<file path="config.mk">
export PLATFORM = sky130hd
export DESIGN_NAME = spi_fpu_link_flat
export DESIGN_NICKNAME = d
export VERILOG_FILES = /design/src/rtl/spi_fpu_link_if.sv /design/src/rtl/spi_fpu_link.sv /design/src/flat_wrapper.sv
export SDC_FILE = /design/constraint.sdc
export NUM_CORES = 1
export LEC_CHECK = 0
export BUFFER_PORTS_ARGS = -buffer_cell sky130_fd_sc_hd__buf_2
export CAP_MARGIN = 20
export CORE_MARGIN = 2
export CORE_UTILIZATION = 40
export CTS_BUF_LIST = sky130_fd_sc_hd__clkbuf_16
export CTS_CLUSTER_SIZE = 12
export DETAILED_ROUTE_END_ITERATION = 12
export HOLD_SLACK_MARGIN = 0.02
export PLACE_DENSITY = 0.62
export SYNTH_ARGS = -nofsm -noshare
export SYNTH_HDL_FRONTEND = slang
export SYNTH_SLANG_ARGS = --single-unit
</file>
<file path="constraint.sdc">
create_clock -name SCLK -period 15.7 [get_ports SCLK]
set_clock_uncertainty 0.15 [all_clocks]
set_input_delay 3.14 -clock SCLK [delete_from_list [all_inputs] [get_ports SCLK]]
set_output_delay 3.14 -clock SCLK [all_outputs]
set_load 0.01 [all_outputs]
</file>
<file path="src/rtl/spi_fpu_link_if.sv">
// rtl/spi_fpu_link_if.sv - command/result handshake bundle between the SPI link and the FPU side
interface spi_fpu_link_if #(
  parameter int DATA_W = 32,
  parameter int OP_W   = 2
);
  logic              cmd_valid;
  logic              cmd_ready;
  logic [OP_W-1:0]   cmd_op;
  logic [DATA_W-1:0] cmd_a;
  logic [DATA_W-1:0] cmd_b;
  logic              res_valid;
  logic              res_ready;
  logic [DATA_W-1:0] res_data;
  logic              res_err;

  // link side: issues commands, accepts results
  modport master (
    output cmd_valid, cmd_op, cmd_a, cmd_b, res_ready,
    input  cmd_ready, res_valid, res_data, res_err
  );

  // FPU side: consumes commands, produces results
  modport slave (
    input  cmd_valid, cmd_op, cmd_a, cmd_b, res_ready,
    output cmd_ready, res_valid, res_data, res_err
  );
endinterface

</file>
<file path="src/rtl/spi_fpu_link.sv">
// rtl/spi_fpu_link.sv - SPI-slave frame link: shifts in {op,a,b}, shifts out the oldest queued FPU result
module spi_fpu_link #(
  parameter int DATA_W     = 32,
  parameter int OP_W       = 2,
  parameter int RESP_DEPTH = 4
) (
  input  logic                        SCLK,
  input  logic                        rst,
  input  logic                        CS_N,
  input  logic                        MOSI,
  output logic                        MISO,
  spi_fpu_link_if.master              fpu,
  output logic [$clog2(RESP_DEPTH):0] fifo_level,
  output logic                        overrun
);
  localparam int FRAME_W = OP_W + 2 * DATA_W;
  localparam int PAD_W   = FRAME_W - DATA_W - 3;
  localparam int CNT_W   = $clog2(FRAME_W + 1);
  localparam int PTR_W   = $clog2(RESP_DEPTH);
  localparam int LVL_W   = PTR_W + 1;
  localparam int ENT_W   = DATA_W + 1;

  logic               armed_q, armed_d;
  logic [CNT_W-1:0]   bit_cnt_q, bit_cnt_d;
  logic [FRAME_W-2:0] rx_shift_q, rx_shift_d;
  logic [FRAME_W-1:0] tx_shift_q, tx_shift_d;
  logic               miso_q, miso_d;
  logic               vld_sent_q, vld_sent_d;
  logic               ovf_sent_q, ovf_sent_d;
  logic               cmd_valid_q, cmd_valid_d;
  logic [OP_W-1:0]    cmd_op_q, cmd_op_d;
  logic [DATA_W-1:0]  cmd_a_q, cmd_a_d;
  logic [DATA_W-1:0]  cmd_b_q, cmd_b_d;
  logic               overrun_q, overrun_d;
  logic [PTR_W-1:0]   wr_ptr_q, wr_ptr_d;
  logic [PTR_W-1:0]   rd_ptr_q, rd_ptr_d;
  logic [LVL_W-1:0]   level_q, level_d;
  logic [ENT_W-1:0]   mem_q [RESP_DEPTH];

  logic               fifo_full, fifo_empty, push, pop;
  logic               frame_bit, frame_done, cmd_take;
  logic [ENT_W-1:0]   head;
  logic [FRAME_W-1:0] rx_frame, tx_word;

  assign fifo_full  = (level_q == LVL_W'(RESP_DEPTH));
  assign fifo_empty = (level_q == '0);
  assign head       = mem_q[rd_ptr_q];
  assign push       = fpu.res_valid && !fifo_full;
  assign rx_frame   = {rx_shift_q, MOSI};

  // An empty FIFO sends a word that is all zero apart from the ovf flag.
  assign tx_word = fifo_empty ? (FRAME_W'(overrun_q) << (FRAME_W - 3))
                              : (FRAME_W'({1'b1, head[DATA_W], overrun_q, head[DATA_W-1:0]}) << PAD_W);

  // A bit only counts once armed, with CS_N low, and before the frame has completed.
  assign frame_bit  = armed_q && !CS_N && (bit_cnt_q < CNT_W'(FRAME_W));
  assign frame_done = frame_bit && (bit_cnt_q == CNT_W'(FRAME_W - 1));
  assign cmd_take   = frame_done && (!cmd_valid_q || fpu.cmd_ready);
  assign pop        = frame_done && vld_sent_q;

  // Next-state for framing, shift registers, command slot, overrun flag and FIFO pointers.
  always_comb begin
    armed_d     = armed_q;
    bit_cnt_d   = bit_cnt_q;
    rx_shift_d  = rx_shift_q;
    tx_shift_d  = tx_shift_q;
    miso_d      = miso_q;
    vld_sent_d  = vld_sent_q;
    ovf_sent_d  = ovf_sent_q;
    cmd_valid_d = cmd_valid_q;
    cmd_op_d    = cmd_op_q;
    cmd_a_d     = cmd_a_q;
    cmd_b_d     = cmd_b_q;
    overrun_d   = overrun_q;

    if (CS_N) begin
      armed_d   = 1'b1;
      bit_cnt_d = '0;
      miso_d    = 1'b0;
    end else if (frame_bit) begin
      bit_cnt_d  = bit_cnt_q + CNT_W'(1);
      rx_shift_d = {rx_shift_q[FRAME_W-3:0], MOSI};
      if (bit_cnt_q == '0) begin
        // Head is only peeked here; it is popped at completion so an abort resends it.
        miso_d     = tx_word[FRAME_W-1];
        tx_shift_d = tx_word << 1;
        vld_sent_d = !fifo_empty;
        ovf_sent_d = overrun_q;
      end else begin
        miso_d     = tx_shift_q[FRAME_W-1];
        tx_shift_d = tx_shift_q << 1;
      end
    end else begin
      miso_d = 1'b0;
    end

    if (cmd_valid_q && fpu.cmd_ready) begin
      cmd_valid_d = 1'b0;
    end

    if (frame_done) begin
      if (cmd_take) begin
        cmd_valid_d = 1'b1;
        cmd_op_d    = rx_frame[FRAME_W-1 -: OP_W];
        cmd_a_d     = rx_frame[2*DATA_W-1 -: DATA_W];
        cmd_b_d     = rx_frame[DATA_W-1:0];
        if (ovf_sent_q) begin
          overrun_d = 1'b0;
        end
      end else begin
        overrun_d = 1'b1;
      end
    end

    wr_ptr_d = wr_ptr_q + PTR_W'(push);
    rd_ptr_d = rd_ptr_q + PTR_W'(pop);
    level_d  = level_q + LVL_W'(push) - LVL_W'(pop);
  end

  // State registers with asynchronous reset.
  always_ff @(posedge SCLK or posedge rst) begin
    if (rst) begin
      armed_q     <= 1'b0;
      bit_cnt_q   <= '0;
      rx_shift_q  <= '0;
      tx_shift_q  <= '0;
      miso_q      <= 1'b0;
      vld_sent_q  <= 1'b0;
      ovf_sent_q  <= 1'b0;
      cmd_valid_q <= 1'b0;
      cmd_op_q    <= '0;
      cmd_a_q     <= '0;
      cmd_b_q     <= '0;
      overrun_q   <= 1'b0;
      wr_ptr_q    <= '0;
      rd_ptr_q    <= '0;
      level_q     <= '0;
    end else begin
      armed_q     <= armed_d;
      bit_cnt_q   <= bit_cnt_d;
      rx_shift_q  <= rx_shift_d;
      tx_shift_q  <= tx_shift_d;
      miso_q      <= miso_d;
      vld_sent_q  <= vld_sent_d;
      ovf_sent_q  <= ovf_sent_d;
      cmd_valid_q <= cmd_valid_d;
      cmd_op_q    <= cmd_op_d;
      cmd_a_q     <= cmd_a_d;
      cmd_b_q     <= cmd_b_d;
      overrun_q   <= overrun_d;
      wr_ptr_q    <= wr_ptr_d;
      rd_ptr_q    <= rd_ptr_d;
      level_q     <= level_d;
    end
  end

  // Response storage; contents need no reset since level gates every read.
  always_ff @(posedge SCLK) begin
    if (push) begin
      mem_q[wr_ptr_q] <= {fpu.res_err, fpu.res_data};
    end
  end

  assign MISO          = miso_q;
  assign fpu.cmd_valid = cmd_valid_q;
  assign fpu.cmd_op    = cmd_op_q;
  assign fpu.cmd_a     = cmd_a_q;
  assign fpu.cmd_b     = cmd_b_q;
  assign fpu.res_ready = !fifo_full;
  assign fifo_level    = level_q;
  assign overrun       = overrun_q;
endmodule

</file>
<file path="src/flat_wrapper.sv">
// flat-port wrapper written by rule: the top's interface ports become plain ports
module spi_fpu_link_flat 
#(
  parameter int DATA_W     = 32,
  parameter int OP_W       = 2,
  parameter int RESP_DEPTH = 4
)
  (SCLK, rst, CS_N, MOSI, MISO, fifo_level, overrun, fpu_cmd_valid, fpu_cmd_op, fpu_cmd_a, fpu_cmd_b, fpu_res_ready, fpu_cmd_ready, fpu_res_valid, fpu_res_data, fpu_res_err);
  spi_fpu_link_if #(.DATA_W(DATA_W), .OP_W(OP_W)) fpu_i ();
  input  logic SCLK;
  input  logic rst;
  input  logic CS_N;
  input  logic MOSI;
  output logic MISO;
  output logic [$clog2(RESP_DEPTH):0] fifo_level;
  output logic overrun;
  output wire logic [$bits(fpu_i.cmd_valid)-1:0] fpu_cmd_valid;
  output wire logic [$bits(fpu_i.cmd_op)-1:0] fpu_cmd_op;
  output wire logic [$bits(fpu_i.cmd_a)-1:0] fpu_cmd_a;
  output wire logic [$bits(fpu_i.cmd_b)-1:0] fpu_cmd_b;
  output wire logic [$bits(fpu_i.res_ready)-1:0] fpu_res_ready;
  input wire logic [$bits(fpu_i.cmd_ready)-1:0] fpu_cmd_ready;
  input wire logic [$bits(fpu_i.res_valid)-1:0] fpu_res_valid;
  input wire logic [$bits(fpu_i.res_data)-1:0] fpu_res_data;
  input wire logic [$bits(fpu_i.res_err)-1:0] fpu_res_err;
  assign fpu_cmd_valid = fpu_i.cmd_valid;
  assign fpu_cmd_op = fpu_i.cmd_op;
  assign fpu_cmd_a = fpu_i.cmd_a;
  assign fpu_cmd_b = fpu_i.cmd_b;
  assign fpu_res_ready = fpu_i.res_ready;
  assign fpu_i.cmd_ready = fpu_cmd_ready;
  assign fpu_i.res_valid = fpu_res_valid;
  assign fpu_i.res_data = fpu_res_data;
  assign fpu_i.res_err = fpu_res_err;
  spi_fpu_link #(.DATA_W(DATA_W), .OP_W(OP_W), .RESP_DEPTH(RESP_DEPTH)) u_core (.SCLK(SCLK), .rst(rst), .CS_N(CS_N), .MOSI(MOSI), .MISO(MISO), .fpu(fpu_i), .fifo_level(fifo_level), .overrun(overrun));
endmodule
</file>
==> results of run 1 <==
## logic make-up after synthesis
group	count (synthesis)
simple gates	277
buf+inv	49
compound gates	44
fa+ha+maj	8
flops	317
mux	104
xor+xnor	5
## worst paths after layout
check	endpoint	slack (ns)	cells after the start
setup / recovery	u_core.fifo_level[2]	10.57	10
hold / removal	u_core.rx_shift_q[64]	0.32	2
setup reg to reg	u_core.fifo_level[2]	12.68	9
hold reg to reg	u_core.rx_shift_q[64]	0.32	2
max in group asynchronous	u_core.wr_ptr_q[0]	11.32	3
min in group asynchronous	u_core.ovf_sent_q	2.63	2
## placed cells by master, fill, tap and decap left out, types with 5 or more instances in the layout
cell type and count:
mux2_2 68, mux4_2 33, ha_1 7, buf_4 10, edfxtp_1 132, nor2b_2 5, clkinv_1 5, nor2_1 14
inv_1 19, clkbuf_16 35, and2b_1 8, nand2_1 207, dfrtp_1 184, nor2b_1 16, a221o_1 24, buf_2 111
## sequential cells by signal (all words and copies together) (netlist names)
signal                cells
u_core.mem_q            132
u_core.rx_shift_q        65
u_core.tx_shift_q        34
u_core.fpu.cmd_a         32
u_core.fpu.cmd_b         32
u_core.bit_cnt_q          7
u_core.fifo_level         3
u_core.fpu.cmd_op         2
u_core.rd_ptr_q           2
u_core.wr_ptr_q           2
u_core.MISO               1
u_core.armed_q            1
u_core.fpu.cmd_valid      1
u_core.overrun            1
u_core.ovf_sent_q         1
u_core.vld_sent_q         1
## per-stage QoR
stage | hold slack, ns | instance area, um2 | setup slack [ns]
after global placement | 0.3010 | 13090 | 10.15
after CTS | 0.3217 | 14110 | 10.56
after detailed placement | 0.3073 | 13090 | 10.05
final | 0.3217 | 14140 | 10.57
after floorplan | 0.2848 | 12140 | 7.381
after global routing | 0.3613 | 14140 | 10.43
## metal layers
layer  vias to the layer above  share of wire (%)  GRT usage [%]
li1                       3098                  -              -
met1                      3406                 45          19.90
met2                       153                 48          23.00
met3                        30                5.7          2.941
met4                         0                1.6          3.625
met5                         -                  0              0
## worst max-delay path, stage by stage
cell     delay (ns)
buf_2          0.16
or3b_2         0.54
nor3_2         0.27
and2_1         0.21
ha_1           0.13
inv_1          0.04
ha_1           0.20
fa_1           0.38
xnor2_1        0.20
xnor2_1        0.13
## synthesized netlist by cell type (all sizes together), types with 2 or more instances
cell,n
a21oi,2
a221o,28
a221oi,4
and2b,8
buf,18
clkbuf,24
dfrtp,185
edfxtp,132
ha,7
inv,7
mux2,68
mux2i,3
mux4,33
nand2,208
nand2b,4
nand4,2
nor2,16
nor2b,21
nor3,4
nor3b,2
o21ai,2
or4,2
xnor2,3
xor2,2
## power by group through the flow
stage                     logic, mW  registers, mW  clock network (mW)
final                         0.324           1.11               0.728
after global routing          0.367           1.13               0.790
after CTS                     0.330           1.11               0.753
after detailed placement      0.332           1.13                   0
after global placement        0.319           1.12                   0
after floorplan               0.245           1.10                   0
## area by class of cell
cell class | count | area, um2
repair buffers | 122 | 658.1
fillers | 2644 | 15660
well taps | 390 | 488.0
inverters | 7 | 33.78
flip-flops and latches | 317 | 8594
multi-input cells | 438 | 3342
clock inverters | 24 | 148.9
clock buffers | 35 | 875.8
==> metrics.yaml, run 1 <==
place:
  io_buffers: 111
  dp_hpwl_um: 12730
  gp_congestion: 0.7348
  dp_cells: 1273
drt:
  num_vias: 6687
  drc_errors: 0
  drt_iter0_drc: 384
  first_pass_iters: 4
  wl_um: 22010
  viasPerCell: 5.017
  drtAntennaViolNets: 0
  wl_per_cell_um: 16.51
power:
  pwr-share-seq_pct: 51.4
  p_leak_nw: 6.456
  powerDensity_mw_per_mm2: 153.1
  power_mw: 2.164
  ir_drop_uv: 77.96
  p_int_mw: 1.581
  clockPowerShare_pct: 33.7
  p_comb_share_pct: 15.0
  p_sw_uw: 583.0
  p_sw_share_pct: 26.94
run:
  maxCapViolCount: 0
clock_network:
  post_cts_resize_count: 0
  cts_tree: "yes"
  clk_pin_slew_ns: 0.06
  clock_path_buffers: 3
  cts-root-buf: "clkbuf_16"
  clock_sinks: 317
  cts_setup_buffers: 0
  cts_buffers: 34
  ctsHoldBuffers: 0
  clock_latency_ns: 0.51
  htreeDepth: 2
setup_path:
  cp_data_required_time_ns: 15.97
  crit_start: "CS_N"
  critical_path_arrival_ns: 5.40
  path_class: "in -> reg"
  endpoint_kind: "register"
  start_kind: "input port"
  cp_max_fo: 10
  r2r-start: "u_core.bit_cnt_q[2]"
timing:
  slew_viol_final: 0
  hold_viol: 0
  fmaxAchievable_mhz: 194.9
  finalSetupViolations: 0
  slew_headroom_pct: 36.19
  rsz0062_at_grt: "false"
  tightest_slew_ns: 0.9571
  fin_crit_sh_pct: 32.68
  setup-tns-final_ns: 0
  fin_crit_ns: 5.131
synth:
  synth-adder-area-share_pct: 0.8864
  synth_nets: 851
  synth_warnings: 0
  yosysUniqueCellTypes: 50
  ys_seq_area_share_pct: 70.79
  synth_top_family_by_area: "multiplexers"
  synth_area_leaders: "dfrtp_1, edfxtp_1, nand2_1"
  muxShareOfSynthArea_pct: 12.68
  synth_edf_count: 132
  synth_xor_area_share_pct: 0.3608
  async_reset_ff_share_pct: 58.36
  syn_area_mm2: 0.01214
  synth.top_cell.area_share_pct: 38.14
  ys.flop_type: "dfrtp_1"
  ys_ff_latch: 317
  synthSimpleGateAreaFrac_pct: 9.977
  synth_compound_area_share_pct: 3.309
  synthCells: 804
  netlist.top_cell.by_area: "dfrtp_1"
  syn_avg_cell_area_um2: 15.10
floorplan:
  coreArea_mm2: 0.02980
  ios: 112
  row_count: 63
  fp.dieH_um: 178.2
  die-area_mm2: 0.03176
  start_util_pct: 40.74
  dieWidth_um: 178.2
grt:
  grt_first_pass_wirelength_um: 35940
  grt_max_degree: 108
  antenna_found_initial: 0
  first_global_vias: 6679
  gr-total-overflow: 0
  track_usage_pct: 14.27
final_layout:
  antenna_cells: 0
  postLayoutCoreUtil_pct: 47.46
  layout.nets: 967
  final_cells: 1333
  final_layout_size_suffix_gt1_share_pct: 30.33
  area_delta_synth_final_pct: 16.49
min_path:
  hold_path.class: "reg -> reg"
  hold_start: "u_core.rx_shift_q[64]"
outcome:
  outcome: "completed"
Note: power is estimated with default switching activity, not from simulation.
==> run 2, diff against run 1 <==
Settings changed: ABC_AREA from default to 1, PLACE_DENSITY 0.62 to 0.64.
Clock period 15.7 ns to 4.2 ns, I/O delays scaled along.
==> run 2 against run 1 <==
Clock-buffer cell count is 3 higher. Die area is 6.3% higher. Sequential share of layout area is 3.1 points lower. Worst setup slack worse by 9.2 ns. First-iteration DRC count is 64% higher. Highest routed layer is now met5. Final cell count is 34% higher. Cell area is 5.4% higher. Global-route usage is 2.1 points higher.
==> metrics.yaml, run 2 <==
floorplan:
  fp.dieH_um: 183.7
  dieWidth_um: 183.7
  coreArea_mm2: 0.03172
  row_count: 65
  start_util_pct: 40.74
  die-area_mm2: 0.03376
  ios: 112
synth:
  synth_area_leaders: "dfrtp_1, edfxtp_1, nand2_1"
  synthCells: 1274
  syn_area_mm2: 0.01292
  ys.flop_type: "dfrtp_1"
  syn_avg_cell_area_um2: 10.14
  synth_warnings: 0
  synth_edf_count: 132
  synth.top_cell.area_share_pct: 35.83
  ys_ff_latch: 317
  ys_seq_area_share_pct: 66.51
  yosysUniqueCellTypes: 33
  async_reset_ff_share_pct: 58.36
  netlist.top_cell.by_area: "dfrtp_1"
  ys_top_cells_by_count: "nand2_1, dfrtp_1, edfxtp_1"
  synth_nets: 1321
  yosysMostFrequentCell: "nand2_1"
final_layout:
  final_cell_mix: "nand2_1, dfrtp_1, edfxtp_1, o21ai_0, buf_2"
  area_delta_synth_final_pct: 15.33
  final_cell_area_mm2: 0.01490
  final_cells: 1787
  largest-register: "u_core.mem_q"
  final_layout_size_suffix_gt1_share_pct: 13.88
  top_regs: "u_core.mem_q: 132 flops, u_core.rx_shift_q: 65 flops, u_core.tx_shift_q: 34 flops"
  final_common_cell: "nand2_1"
  largest_reg_flops: 132
  layout.nets: 1407
setup_path:
  reg2reg_depth: 9
  cp_data_required_time_ns: 4.42
  cp_max_fo: 67
  r2r-start: "u_core.bit_cnt_q[1]"
  start_kind: "register"
  endpoint_kind: "register"
  critical_path_arrival_ns: 3.03
  rrSetupSlack_ns: 1.39
  path_class: "reg -> reg"
  timing.rr.end: "u_core.fpu.cmd_op[1]"
drt:
  routed-wl-met2_um: 12880
  drc_errors: 0
  wl_um: 27330
  first_pass_iters: 5
  topRoutingLayerUsed: "met5"
  wl_met1_um: 12450
  num_vias: 8966
  drtAntennaViolNets: 0
  met3_length_um: 1449
  drt_iter0_drc: 629
  viasPerCell: 5.017
  wl_per_cell_um: 15.29
timing:
  fin_crit_sh_pct: 66.95
  slew_headroom_pct: 38.28
  finalSetupViolations: 0
  rsz0062_at_grt: "false"
  slew_viol_final: 0
  hold_viol: 0
  fin_crit_ns: 2.812
  setup-tns-final_ns: 0
  tightest_slew_ns: 0.9238
  hold_ws_ns: 0.3087
  fmaxAchievable_mhz: 355.6
clock_network:
  cts_setup_buffers: 0
  cts-root-buf: "clkbuf_16"
  clk_pin_slew_ns: 0.05
  ctsHoldBuffers: 0
  cts_tree: "yes"
  post_cts_resize_count: 0
  clock_latency_ns: 0.51
  clock_path_buffers: 3
  htreeDepth: 2
  clock_sinks: 317
  cts_buffers: 35
place:
  io_buffers: 111
  placedInstanceArea_mm2: 0.01380
  gp_congestion: 0.7368
  dp_hpwl_um: 15450
  dp_cells: 1724
grt:
  first_global_vias: 8627
  grt_max_degree: 175
  grt_first_pass_wirelength_um: 44710
  gr-total-overflow: 0
  track_usage_pct: 16.35
  antenna_found_initial: 4
power:
  powerDensity_mw_per_mm2: 551.7
  p_sw_mw: 2.262
  ir_drop_uv: 396.2
  p_leak_nw: 6.982
  p_int_mw: 5.960
  p_sw_share_pct: 27.51
  p_comb_share_pct: 15.2
  power_mw: 8.221
  pwr-share-seq_pct: 50.3
  clockPowerShare_pct: 34.4
min_path:
  hold_start: "u_core.armed_q"
  holdPathStages: 2
  min_to: "u_core.armed_q"
  hold_path.class: "reg -> reg"
outcome:
  outcome: "completed"
run:
  maxCapViolCount: 0
[run 2: changes by cell type after synthesis, sizes merged, moves of 19 or more]
cell	before	now
nand2	208	442
inv	7	61
mux4	33	0
nor2	16	90
nand3	1	26
nor2b	21	0
a221o	28	0
mux2	68	0
clkbuf	24	43
buf	18	38
nand4	2	72
o21ai	2	132
[run 2: critical path: stages, from the launching register on]
cell     delay [ns]
dfrtp_1        0.40
inv_1          0.13
ha_1           0.18
nand2_2        0.07
nor2_4         0.40
buf_4          0.57
nand4_4        0.14
buf_4          0.36
nand2_1        0.16
nand2_1        0.06
[run 2: layer usage]
| metal | GRT usage (%) | vias to the layer above |
|---|---|---|
| li1 | - | 4405 |
| met1 | 22.16 | 4313 |
| met2 | 26.94 | 194 |
| met3 | 3.328 | 48 |
| met4 | 4.224 | 6 |
| met5 | 0 | - |
[run 2: how the worst max path moves through the flow]
| stage | from | to | cells after the start |
|---|---|---|---|
| 2_1_floorplan | fpu_res_valid | u_core.mem_q[0][0] | 2 |
| 3_3_place_gp | CS_N | u_core.fifo_level[2] | 11 |
| 3_5_place_dp | CS_N | u_core.fifo_level[2] | 11 |
| 4_1_cts | u_core.bit_cnt_q[1] | u_core.fpu.cmd_op[1] | 9 |
| 5_1_grt | u_core.bit_cnt_q[1] | u_core.fpu.cmd_b[2] | 9 |
| 6_report | u_core.bit_cnt_q[1] | u_core.fpu.cmd_op[1] | 9 |
[run 2: cell type report]
cell class              instances  area (um2)
inverters                      61       232.7
diodes                          2       5.005
multi-input cells             815        3746
clock inverters                22       113.9
clock buffers                  38       950.9
repair buffers                130       755.7
fillers                      3006       16820
flip-flops and latches        317        8594
well taps                     402       503.0
[run 2: power groups by stage]
| stage | sequential (mW) | combinational (mW) | clock (mW) |
|---|---|---|---|
| floorplan | 4.17 | 0.865 | 0 |
| global placement | 4.17 | 1.25 | 0 |
| detailed placement | 4.19 | 1.28 | 0 |
| CTS | 4.13 | 1.28 | 2.91 |
| global route | 4.20 | 1.45 | 3.04 |
| finish | 4.14 | 1.25 | 2.83 |
[run 2: kinds of logic after synthesis]
group | share of synthesized area, %
compound gates | 6.924
flops | 66.51
buf+inv | 4.842
xor+xnor | 0.2712
fa+ha+maj | 0.8327
simple gates | 20.63
[run 2: metrics by stage]
step	setup slack [ns]	util, %
floorplan	0.3661	-
global placement	1.245	43.52
detailed placement	1.242	43.52
CTS	1.364	46.88
global route	1.173	46.97
finish	1.388	46.98
